[src/rtl/cpu_ctrl_pkg.sv]
// cpu_ctrl_pkg -- shared definitions for the pipelined control unit.
//   Opcode localparams (6-bit MIPS-style primary opcodes), ALU-op codes,
//   and ctrl_bundle_t, the decoded control bundle for one instruction.
// Optional feature macro: CPU_CTRL_IMM_EN (enables addi/andi/ori decode).
package cpu_ctrl_pkg;

  localparam int BASE_OP_W    = 6;
  localparam int BASE_ALUOP_W = 3;

  localparam logic [5:0] OP_RTYPE = 6'b000000;
  localparam logic [5:0] OP_J     = 6'b000010;
  localparam logic [5:0] OP_BEQ   = 6'b000100;
  localparam logic [5:0] OP_ADDI  = 6'b001000;
  localparam logic [5:0] OP_ANDI  = 6'b001100;
  localparam logic [5:0] OP_ORI   = 6'b001101;
  localparam logic [5:0] OP_LW    = 6'b100011;
  localparam logic [5:0] OP_SW    = 6'b101011;

  localparam logic [2:0] ALU_ADD   = 3'b000;
  localparam logic [2:0] ALU_SUB   = 3'b001;
  localparam logic [2:0] ALU_FUNCT = 3'b010;
  localparam logic [2:0] ALU_AND   = 3'b011;
  localparam logic [2:0] ALU_OR    = 3'b100;

  typedef struct packed {
    logic       regdst;
    logic       alusrc;
    logic       memtoreg;
    logic       regwrite;
    logic       memread;
    logic       memwrite;
    logic       branch;
    logic       jump;
    logic [2:0] aluop;
  } ctrl_bundle_t;

endpackage

[src/rtl/cpu_ctrl_decode.sv]
// cpu_ctrl_decode -- purely combinational opcode -> ctrl_bundle_t table.
// Ports:
//   valid     in   instruction valid; invalid decodes to the all-zero NOP
//   opcode    in   OPCODE_W primary opcode (OPCODE_W >= 6; upper bits must be 0)
//   ctrl      out  decoded control bundle
//   rt_is_src out  instruction reads rt as a source operand (hazard check)
// Optional feature macro: CPU_CTRL_IMM_EN adds addi/andi/ori; otherwise NOP.
module cpu_ctrl_decode
  import cpu_ctrl_pkg::*;
#(
  parameter int OPCODE_W = 6
) (
  input  logic                valid,
  input  logic [OPCODE_W-1:0] opcode,
  output ctrl_bundle_t        ctrl,
  output logic                rt_is_src
);

  logic [5:0] op6;
  logic       upper_zero;

  // Opcodes wider than the base table only match when the extra bits are 0.
  generate
    if (OPCODE_W > BASE_OP_W) begin : g_wide
      assign op6        = opcode[5:0];
      assign upper_zero = ~|opcode[OPCODE_W-1:BASE_OP_W];
    end else begin : g_exact
      assign op6        = opcode;
      assign upper_zero = 1'b1;
    end
  endgenerate

  always_comb begin
    ctrl      = '0;
    rt_is_src = 1'b0;
    if (valid && upper_zero) begin
      case (op6)
        OP_RTYPE: begin
          ctrl.regdst   = 1'b1;
          ctrl.regwrite = 1'b1;
          ctrl.aluop    = ALU_FUNCT;
          rt_is_src     = 1'b1;
        end
        OP_J: ctrl.jump = 1'b1;
        OP_LW: begin
          ctrl.alusrc   = 1'b1;
          ctrl.memtoreg = 1'b1;
          ctrl.regwrite = 1'b1;
          ctrl.memread  = 1'b1;
          ctrl.aluop    = ALU_ADD;
        end
        OP_SW: begin
          ctrl.alusrc   = 1'b1;
          ctrl.memwrite = 1'b1;
          ctrl.aluop    = ALU_ADD;
          rt_is_src     = 1'b1;
        end
        OP_BEQ: begin
          ctrl.branch = 1'b1;
          ctrl.aluop  = ALU_SUB;
          rt_is_src   = 1'b1;
        end
`ifdef CPU_CTRL_IMM_EN
        // Immediate ALU ops write rt, so rt is a destination, not a source.
        OP_ADDI: begin
          ctrl.alusrc   = 1'b1;
          ctrl.regwrite = 1'b1;
          ctrl.aluop    = ALU_ADD;
        end
        OP_ANDI: begin
          ctrl.alusrc   = 1'b1;
          ctrl.regwrite = 1'b1;
          ctrl.aluop    = ALU_AND;
        end
        OP_ORI: begin
          ctrl.alusrc   = 1'b1;
          ctrl.regwrite = 1'b1;
          ctrl.aluop    = ALU_OR;
        end
`endif
        default: ctrl = '0;
      endcase
    end
  end

endmodule

[src/rtl/cpu_ctrl_pipe.sv]
// cpu_ctrl_pipe -- pipelined control unit: ID decode, ID/EX, EX/MEM and
// MEM/WB control registers, load-use hazard detection, flush handling and a
// saturating bubble counter.
// Ports:
//   clk, rst (async, active-high)
//   id_valid, id_opcode, id_rs, id_rt   ID-stage instruction
//   flush                               kill younger instructions
//   id_jump                             combinational jump decode (0 on flush)
//   ex_aluop, ex_regdst, ex_alusrc      ID/EX outputs
//   mem_memread, mem_memwrite, mem_branch  EX/MEM outputs
//   wb_regwrite, wb_memtoreg            MEM/WB outputs
//   load_use_stall                      hold PC and IF/ID this cycle
//   bubble_cnt                          saturating count of inserted bubbles
// Optional feature macro: CPU_CTRL_IMM_EN (immediate ALU ops in decode).
module cpu_ctrl_pipe
  import cpu_ctrl_pkg::*;
#(
  parameter int OPCODE_W = 6,
  parameter int ALUOP_W  = 3,
  parameter int CNT_W    = 16
) (
  input  logic                clk,
  input  logic                rst,
  input  logic                id_valid,
  input  logic [OPCODE_W-1:0] id_opcode,
  input  logic [4:0]          id_rs,
  input  logic [4:0]          id_rt,
  input  logic                flush,
  output logic                id_jump,
  output logic [ALUOP_W-1:0]  ex_aluop,
  output logic                ex_regdst,
  output logic                ex_alusrc,
  output logic                mem_memread,
  output logic                mem_memwrite,
  output logic                mem_branch,
  output logic                wb_regwrite,
  output logic                wb_memtoreg,
  output logic                load_use_stall,
  output logic [CNT_W-1:0]    bubble_cnt
);

  ctrl_bundle_t id_ctrl;
  logic         id_rt_is_src;
  logic         id_bubble;

  // ID/EX
  logic       ex_valid_reg, ex_regdst_reg, ex_alusrc_reg, ex_memtoreg_reg;
  logic       ex_regwrite_reg, ex_memread_reg, ex_memwrite_reg, ex_branch_reg;
  logic [2:0] ex_aluop_reg;
  logic [4:0] ex_rt_reg;
  // EX/MEM
  logic mem_valid_reg, mem_memread_reg, mem_memwrite_reg, mem_branch_reg;
  logic mem_regwrite_reg, mem_memtoreg_reg;
  // MEM/WB
  logic wb_valid_reg, wb_regwrite_reg, wb_memtoreg_reg;
  logic [CNT_W-1:0] bubble_cnt_reg;

  cpu_ctrl_decode #(.OPCODE_W(OPCODE_W)) u_decode (
    .valid     (id_valid),
    .opcode    (id_opcode),
    .ctrl      (id_ctrl),
    .rt_is_src (id_rt_is_src)
  );

  // flush overrides the stall: the younger instruction is being killed anyway.
  assign load_use_stall = id_valid & ex_valid_reg & ex_memread_reg &
                          (ex_rt_reg != 5'd0) &
                          ((ex_rt_reg == id_rs) | ((ex_rt_reg == id_rt) & id_rt_is_src)) &
                          ~flush;
  assign id_bubble = flush | load_use_stall;
  assign id_jump   = id_ctrl.jump & ~flush;

  always_ff @(posedge clk or posedge rst) begin
    if (rst) begin
      ex_valid_reg     <= 1'b0;
      ex_regdst_reg    <= 1'b0;
      ex_alusrc_reg    <= 1'b0;
      ex_memtoreg_reg  <= 1'b0;
      ex_regwrite_reg  <= 1'b0;
      ex_memread_reg   <= 1'b0;
      ex_memwrite_reg  <= 1'b0;
      ex_branch_reg    <= 1'b0;
      ex_aluop_reg     <= '0;
      ex_rt_reg        <= '0;
      mem_valid_reg    <= 1'b0;
      mem_memread_reg  <= 1'b0;
      mem_memwrite_reg <= 1'b0;
      mem_branch_reg   <= 1'b0;
      mem_regwrite_reg <= 1'b0;
      mem_memtoreg_reg <= 1'b0;
      wb_valid_reg     <= 1'b0;
      wb_regwrite_reg  <= 1'b0;
      wb_memtoreg_reg  <= 1'b0;
      bubble_cnt_reg   <= '0;
    end else begin
      // ID/EX: a bubble is an invalid, all-zero stage.
      if (id_bubble || !id_valid) begin
        ex_valid_reg    <= 1'b0;
        ex_regdst_reg   <= 1'b0;
        ex_alusrc_reg   <= 1'b0;
        ex_memtoreg_reg <= 1'b0;
        ex_regwrite_reg <= 1'b0;
        ex_memread_reg  <= 1'b0;
        ex_memwrite_reg <= 1'b0;
        ex_branch_reg   <= 1'b0;
        ex_aluop_reg    <= '0;
        ex_rt_reg       <= '0;
      end else begin
        ex_valid_reg    <= 1'b1;
        ex_regdst_reg   <= id_ctrl.regdst;
        ex_alusrc_reg   <= id_ctrl.alusrc;
        ex_memtoreg_reg <= id_ctrl.memtoreg;
        ex_regwrite_reg <= id_ctrl.regwrite;
        ex_memread_reg  <= id_ctrl.memread;
        ex_memwrite_reg <= id_ctrl.memwrite;
        ex_branch_reg   <= id_ctrl.branch;
        ex_aluop_reg    <= id_ctrl.aluop;
        ex_rt_reg       <= id_rt;
      end

      // EX/MEM: only flush kills it; a stall lets EX drain normally.
      mem_valid_reg    <= ex_valid_reg & ~flush;
      mem_memread_reg  <= ex_memread_reg & ~flush;
      mem_memwrite_reg <= ex_memwrite_reg & ~flush;
      mem_branch_reg   <= ex_branch_reg & ~flush;
      mem_regwrite_reg <= ex_regwrite_reg & ~flush;
      mem_memtoreg_reg <= ex_memtoreg_reg & ~flush;

      // MEM/WB always advances.
      wb_valid_reg    <= mem_valid_reg;
      wb_regwrite_reg <= mem_regwrite_reg;
      wb_memtoreg_reg <= mem_memtoreg_reg;

      if (id_bubble && (bubble_cnt_reg != '1))
        bubble_cnt_reg <= bubble_cnt_reg + CNT_W'(1);
    end
  end

  assign ex_aluop     = ex_valid_reg ? ALUOP_W'(ex_aluop_reg) : '0;
  assign ex_regdst    = ex_valid_reg & ex_regdst_reg;
  assign ex_alusrc    = ex_valid_reg & ex_alusrc_reg;
  assign mem_memread  = mem_valid_reg & mem_memread_reg;
  assign mem_memwrite = mem_valid_reg & mem_memwrite_reg;
  assign mem_branch   = mem_valid_reg & mem_branch_reg;
  assign wb_regwrite  = wb_valid_reg & wb_regwrite_reg;
  assign wb_memtoreg  = wb_valid_reg & wb_memtoreg_reg;
  assign bubble_cnt   = bubble_cnt_reg;

endmodule

[config.mk]
export PLATFORM = sky130hd
export DESIGN_NAME = cpu_ctrl_pipe
export DESIGN_NICKNAME = d
export VERILOG_FILES = /design/src/rtl/cpu_ctrl_pkg.sv /design/src/rtl/cpu_ctrl_decode.sv /design/src/rtl/cpu_ctrl_pipe.sv
export SDC_FILE = /design/constraint.sdc
export NUM_CORES = 1
export LEC_CHECK = 0
export ABC_AREA = 1
export CAP_MARGIN = 10
export CORE_MARGIN = 2
export CORE_UTILIZATION = 50
export CTS_BUF_LIST = sky130_fd_sc_hd__clkbuf_8
export CTS_CLUSTER_DIAMETER = 120
export DETAILED_ROUTE_END_ITERATION = 10
export PLACE_DENSITY = 0.91
export SETUP_SLACK_MARGIN = 0.15
export SYNTH_ARGS = -nofsm -noshare
export SYNTH_HDL_FRONTEND = slang
export SYNTH_SLANG_ARGS = --single-unit
[constraint.sdc]
create_clock -name clk -period 2.15 [get_ports clk]
set_input_delay 0.43 -clock clk [delete_from_list [all_inputs] [get_ports clk]]
set_output_delay 0.43 -clock clk [all_outputs]
set_load 0.01 [all_outputs]
==> results.sh, run 1 <==
export IMPL_crit_path_max_incr_delay_ns=0.42
export IMPL_ys_seq_area_frac=0.4735
export IMPL_drive_gt1_frac=0.1954
export IMPL_cts_made_buffers=5
export IMPL_drt_total_wl_um=5193
export IMPL_synthCells=265
export IMPL_fin_area_mm2=0.002861
export IMPL_antenna_found_initial=0
export IMPL_clk_pin_slew_ns=0.07
export IMPL_synth_nets=286
export IMPL_endpoint="load_use_stall"
export IMPL_grt_max_degree=39
export IMPL_intPower_mw=1.265
export IMPL_synth_area_leader_cell="dfrtp_1"
export IMPL_rrSetupSlack_ns=0.32
export IMPL_seq_area_um2=950.9
export IMPL_ys_seq_elements=38
export IMPL_clock_tree_buffer_depth=2
export IMPL_grt_pass1_vias=1876
export IMPL_viasPerCell=4.985
export IMPL_grt_overflow=0
export IMPL_maxCapViolations=0
export IMPL_drc=0
export IMPL_ant_nets=0
export IMPL_cts_htree_levels=2
export IMPL_num_rows=23
export IMPL_r2r_end="bubble_cnt[8]"
export IMPL_area_delta_synth_final_pct=42.49
export IMPL_io_buffers=46
export IMPL_ir_worst_vdd_mv=0.4082
export IMPL_cts_tree="built"
export IMPL_crit_path_start="ex_rt_reg[0]"
export IMPL_n_fill_cell=283
export IMPL_seq_power_share=0.466
export IMPL_clkPwrFrac=0.329
export IMPL_reg2reg_from="bubble_cnt[0]"
export IMPL_setup_viol=0
export IMPL_start_util=0.5094
export IMPL_grt_pass1_wl_um=8328
export IMPL_finClkSkew_ns=0.004318
export IMPL_synth_cell_types=20
export IMPL_synth_area_mm2=0.002008
export IMPL_max_freq_ghz=0.4916
export IMPL_avgSynthCellArea_um2=7.578
export IMPL_clock_sinks=38
export IMPL_crit_fanout=3
export IMPL_fp_dieW_um=67.38
export IMPL_period_needed_ns=2.034
export IMPL_netSwitchingFraction=0.2744
export IMPL_dpl_hpwl_um=3286
export IMPL_arrival_ns=1.60
export IMPL_min_path_type="reg2reg"
export IMPL_fin_nets=368
export IMPL_insertion_delay_ns=0.29
export IMPL_placed_area_mm2=0.002584
export IMPL_cp_start_kind="flop"
export IMPL_hold_viol_final=0
export IMPL_die_h_um=67.38
export IMPL_synth_area_top_cells="dfrtp_1 (47%), nand2_1 (13%), inv_1 (9.0%)"
export IMPL_status="finished, final reports clean"
export IMPL_synth_top_cell_area_share=0.4735
export IMPL_drv_slew=0
export IMPL_yosysWarningCount=0
export IMPL_cts_root_buffer="clkbuf_8"
export IMPL_multi_input_area_um2=860.8
export IMPL_post_drt_wl_per_cell_um=13.05
export IMPL_crit_chain="buf_4, xor2_1, nor2_1, nand3_1, nand2_1, nand2_2, nor2_2, buf_2"
export IMPL_cp_required_ns=1.72
export IMPL_coreArea_mm2=0.003943
export IMPL_largest_register_ffs=16
export IMPL_dieArea_mm2=0.004539
export IMPL_end_kind="primary output"
export IMPL_diodes=0
export IMPL_dr_pass1_iters=5
export IMPL_period_share=0.9462
export IMPL_switching_power_mw=0.4785
export IMPL_num_vias=1984
export IMPL_grt_usage=0.2481
export IMPL_drt_iter0_drc=138
export IMPL_worstSetupPathType="reg2out"
export IMPL_p_comb_frac=0.204
export IMPL_power_density_mw_per_mm2=609.3
export IMPL_hold_ws_ns=0.3505
export IMPL_crit_slowest_cell="dfrtp_1"
export IMPL_place_congestion=0.9010
export IMPL_rr_worst_depth=10
export IMPL_ioPinCount=48
export IMPL_total_power_mw=1.744
export IMPL_rsz0062_at_grt="true"
export IMPL_p_leak_nw=1.552
## critical path: cells and delay by family, from the launching register on
| kind | cells | cell delay (ns) |
|---|---|---|
| simple gates | 5 | 0.47 |
| flops | 1 | 0.42 |
| buf+inv | 2 | 0.28 |
| xor+xnor | 1 | 0.15 |
## metrics by stage
step,worst slack (ns),std cells,utilization,TNS (ns)
floorplan,0.5410,265,-,0
global placement,-0.3831,369,0.6553,-0.6245
detailed placement,-0.4834,369,0.6553,-1.591
CTS,0.1530,395,0.7160,0
global route,0.05896,398,0.7258,0
finish,0.1157,398,0.7258,0
## routing by layer
metal,GRT usage,wire length [µm],up-vias
li1,-,-,959
met1,0.2764,1924,925
met2,0.4480,2834,86
met3,0.05333,300,14
met4,0.1173,133,0
met5,0,0,-
## cell type report
class / instances / area share
inverter: 48 / 0.06296
multi-input combinational: 173 / 0.3008
timing repair buffer: 81 / 0.2436
clock buffer: 8 / 0.03848
tap: 50 / 0.02186
sequential: 38 / 0.3323
## how the worst min path moves through the flow
stage / startpoint / to / cells after the start
after detailed placement: mem_regwrite_reg / wb_regwrite_reg / 0
after CTS: mem_regwrite_reg / wb_regwrite_reg / 0
after global routing: mem_regwrite_reg / wb_regwrite_reg / 0
final: mem_regwrite_reg / wb_regwrite_reg / 0
after floorplan: mem_regwrite_reg / wb_regwrite_reg / 0
after global placement: mem_regwrite_reg / wb_regwrite_reg / 0
## cell usage after synthesis
master and instances:
conb_1 1, buf_6 2, buf_4 4, nand2_4 1, nor3_2 2, nand4_1 1
inv_1 48, ha_1 1, nand3_1 33, nor2_1 32, nand2_1 72, dfrtp_1 38
nor2_2 1, nor4_1 1, a21oi_1 4, nor3_1 6, xnor2_1 3, nand2_2 3
xor2_1 11, nor2_4 1
## kinds of logic (layout without fill, tap and decap cells)
family | Yosys count | in the layout | share of synthesized area
compound gates | 4 | 4 | 0.009969
xor+xnor | 14 | 14 | 0.06106
fa+ha+maj | 1 | 1 | 0.006230
buf+inv | 54 | 137 | 0.1159
flops | 38 | 38 | 0.4735
other cells | 1 | 1 | 0.001867
simple gates | 153 | 153 | 0.3315
## cell usage in the layout, fill, tap and decap left out, types with 2 or more instances in the layout
master,n
clkbuf_8,8
a21oi_1,3
clkdlybuf4s50_1,30
inv_1,44
dfrtp_1,38
xor2_1,11
dlygate4sd2_1,13
nor2_1,25
buf_4,35
nand3_1,33
inv_2,4
xnor2_1,3
nor3_2,3
nand2_1,70
nand2_4,2
nor3_1,5
nor2_2,8
nand2_2,4
## repair_timing
item	CTS	global route
hold buffers	0	0
setup buffers	18	3
setup endpoints to repair	2	14
gates cloned	0	0
gates resized for setup	26	12
pin swaps	10	6
## power by group through the flow
stage / combinational (mW) / clock, mW / sequential [mW]
5_1_grt: 0.397 / 0.614 / 0.822
2_1_floorplan: 0.156 / 0 / 0.837
4_1_cts: 0.343 / 0.578 / 0.815
6_report: 0.356 / 0.574 / 0.813
3_5_place_dp: 0.334 / 0 / 0.829
3_3_place_gp: 0.320 / 0 / 0.823
Note: power is estimated with default switching activity, not from simulation.
==> run 2, diff against run 1 <==
CORE_MARGIN = 10   (was 2)
PLACE_DENSITY = 0.9   (was 0.91)
SYNTH_HIERARCHICAL = 1   (was unset)
==> run 2 against run 1 <==
Against the previous run: sequential cell count is 3 higher; routed wire length is 9.0% higher; count of clock-buffer cells in the layout is 3 lower; largest cell class unchanged; via count is 7.5% higher; final area is 7.9% higher; sequential share of layout area hardly changed.
==> results.sh, run 2 <==
export IMPL_fin_nets=406
export IMPL_utilization=0.7043
export IMPL_dr_pass1_iters=5
export IMPL_coreArea_mm2=0.004384
export IMPL_synth_top_cell_area_share=0.4508
export IMPL_cp_start_kind="input port"
export IMPL_area_delta_synth_final_pct=35.68
export IMPL_place_congestion=0.8356
export IMPL_final_cells=437
export IMPL_synth_commonest_cells="nand2_1 (99), inv_1 (66), dfrtp_1 (41), nor2_1 (41), nand3_1 (24)"
export IMPL_ys_seq_area_frac=0.4508
export IMPL_max_freq_ghz=0.4836
export IMPL_insertion_delay_ns=0.29
export IMPL_ys_seq_elements=41
export IMPL_power_density_mw_per_mm2=597.0
export IMPL_rrSetupSlack_ns=0.43
export IMPL_avgSynthCellArea_um2=7.157
export IMPL_cts_made_buffers=5
export IMPL_tns_ns=0
export IMPL_placedCellCount=423
export IMPL_crit_path_max_incr_delay_ns=0.17
export IMPL_clk_pin_slew_ns=0.07
export IMPL_cts_hold_buf=0
export IMPL_synthFlopType="dfrtp_1"
export IMPL_num_rows=24
export IMPL_crit_top_cell="nand2_1"
export IMPL_drt_total_wl_um=5660
export IMPL_antenna_found_initial=0
export IMPL_synth_area_mm2=0.002276
export IMPL_largest_register_ffs=16
export IMPL_cts_tree="built"
export IMPL_period_share=0.9618
export IMPL_drive_gt1_frac=0.1948
export IMPL_fin_area_mm2=0.003088
export IMPL_finClkSkew_ns=0.003003
export IMPL_rsz0062_at_grt="true"
export IMPL_arrival_ns=1.64
export IMPL_r2r_end="bubble_cnt[1]"
export IMPL_synth_edff_count=0
export IMPL_final_cell_mix="nand2_1 (90), inv_1 (61), dfrtp_1 (41)"
export IMPL_ant_nets=0
export IMPL_hold_viol_final=0
export IMPL_synth_nets=339
export IMPL_final_common_cell="nand2_1"
export IMPL_crit_slowest_cell="buf_2"
export IMPL_crit_fanout=3
export IMPL_drv_slew=0
export IMPL_end_kind="primary output"
export IMPL_synthCells=318
export IMPL_rr_worst_depth=7
export IMPL_grt_usage=0.1402
export IMPL_reg2reg_from="bubble_cnt[0]"
export IMPL_io_buffers=47
export IMPL_post_drt_wl_per_cell_um=12.95
export IMPL_cp_required_ns=1.72
export IMPL_synth_cell_types=25
export IMPL_multi_input_area_um2=991.0
export IMPL_crit_chain="buf_4, nand2_1, nor2_2, nand2_2, nand3_2, nand2_1, nor2_1, nand3_1, nand2_1, nand2_2, nor2_1, buf_2"
export IMPL_min_path_type="reg2reg"
export IMPL_fp_dieW_um=87.47
export IMPL_hold_end="wb_regwrite_reg"
export IMPL_dpl_hpwl_um=3974
export IMPL_drc=0
export IMPL_clock_sinks=41
export IMPL_maxCapViolations=0
export IMPL_dieArea_mm2=0.007650
export IMPL_grt_pass1_wl_um=8790
export IMPL_status="finished, final reports clean"
export IMPL_ir_worst_vdd_mv=0.4128
export IMPL_period_needed_ns=2.068
export IMPL_ioPinCount=48
export IMPL_grt_pass1_vias=2184
export IMPL_placed_area_mm2=0.002865
export IMPL_synth_area_top_cells="dfrtp_1 (45%), nand2_1 (16%), inv_1 (11%)"
export IMPL_drt_iter0_drc=106
export IMPL_num_vias=2132
export IMPL_cts_root_buffer="clkbuf_8"
export IMPL_cts_htree_levels=2
export IMPL_async_flop_share=1.000
export IMPL_grt_overflow=0
export IMPL_setup_viol=0
export IMPL_yosysWarningCount=6
export IMPL_n_fill_cell=337
export IMPL_synth_area_leader_cell="dfrtp_1"
export IMPL_clock_tree_buffer_depth=2
export IMPL_worstHoldStart="mem_regwrite_reg"
export IMPL_grt_max_degree=42
export IMPL_synth_most_common_cell="nand2_1"
export IMPL_p_leak_nw=1.718
export IMPL_diodes=0
export IMPL_hold_depth=0
export IMPL_total_power_mw=1.844
export IMPL_die_h_um=87.47
export IMPL_viasPerCell=4.879
export IMPL_seq_area_mm2=0.001026
export IMPL_start_util=0.5191
export IMPL_worstSetupPathType="in2out"
==> run 2: cell count changes after synthesis, moves of 3 or more <==
cell and delta:
nand3_1 -9, nand3_2 +3, nand2_1 +27, a21oi_1 -4
inv_1 +18, inv_2 +5, nand4_1 +4, nor2_1 +9
xor2_1 -6, nor3_1 -4, dfrtp_1 +3
==> run 2: worst max-delay path by stage <==
stage                  from        endpoint  slack (ns)  depth (start not counted)
2_1_floorplan  id_opcode[0]  load_use_stall        0.43                         11
3_3_place_gp   id_opcode[1]  load_use_stall       -0.52                         12
3_5_place_dp       id_valid  load_use_stall       -0.61                         12
4_1_cts        id_opcode[1]  load_use_stall        0.15                         12
5_1_grt        id_opcode[1]  load_use_stall       -0.03                         12
6_report       id_opcode[1]  load_use_stall        0.08                         12
==> run 2: metrics by stage <==
stage               worst slack (ns)  hold slack (ns)
floorplan                     0.4257           0.3312
global placement             -0.5219           0.3336
detailed placement           -0.6078           0.3389
CTS                           0.1506           0.3583
global route                -0.03291           0.3612
finish                       0.08223           0.3559
==> run 2: cells by family after synthesis <==
logic type	Yosys count	synth area share
and+or+nand+nor	185	0.3628
buffers and inverters	81	0.1446
DFF	41	0.4508
xor gates and xnor gates	9	0.03463
adders and majority gates	1	0.005497
other	1	0.001648
==> run 2: layer usage <==
layer  GRT usage  up-vias  part of all wire
met5           0        -                 0
met4     0.07246        0             0.027
met3     0.05337       15             0.080
met2      0.2632       66              0.53
met1      0.1253      989              0.37
li1            -     1062                 -
==> run 2: area by class of cell <==
class / instances / area share
multi-input combinational: 196 / 0.3209
sequential: 41 / 0.3323
tap: 52 / 0.02107
clock buffer: 5 / 0.02229
clock inverter: 2 / 0.01135
timing repair buffer: 69 / 0.2022
inverter: 72 / 0.08995
==> run 2: what timing repair did <==
action / 4_1_cts / 5_1_grt
setup endpoints to repair: 18 / 3
resized for setup: 49 / 33
pin swaps: 15 / 14
buffers inserted: 4 / 3
==> run 2: report_power, final <==
group	switching, mW	internal, mW	leakage (nW)
logic	0.185	0.178	1.10
clock network	0.259	0.337	0.0540
registers	0.0668	0.818	0.561
total	0.510	1.33	1.72
==> run 2: worst max-delay path: cells and delay by family <==
family	cells	cell delay [ns]
AND/OR/NAND/NOR	10	0.94
buffers and inverters	2	0.28
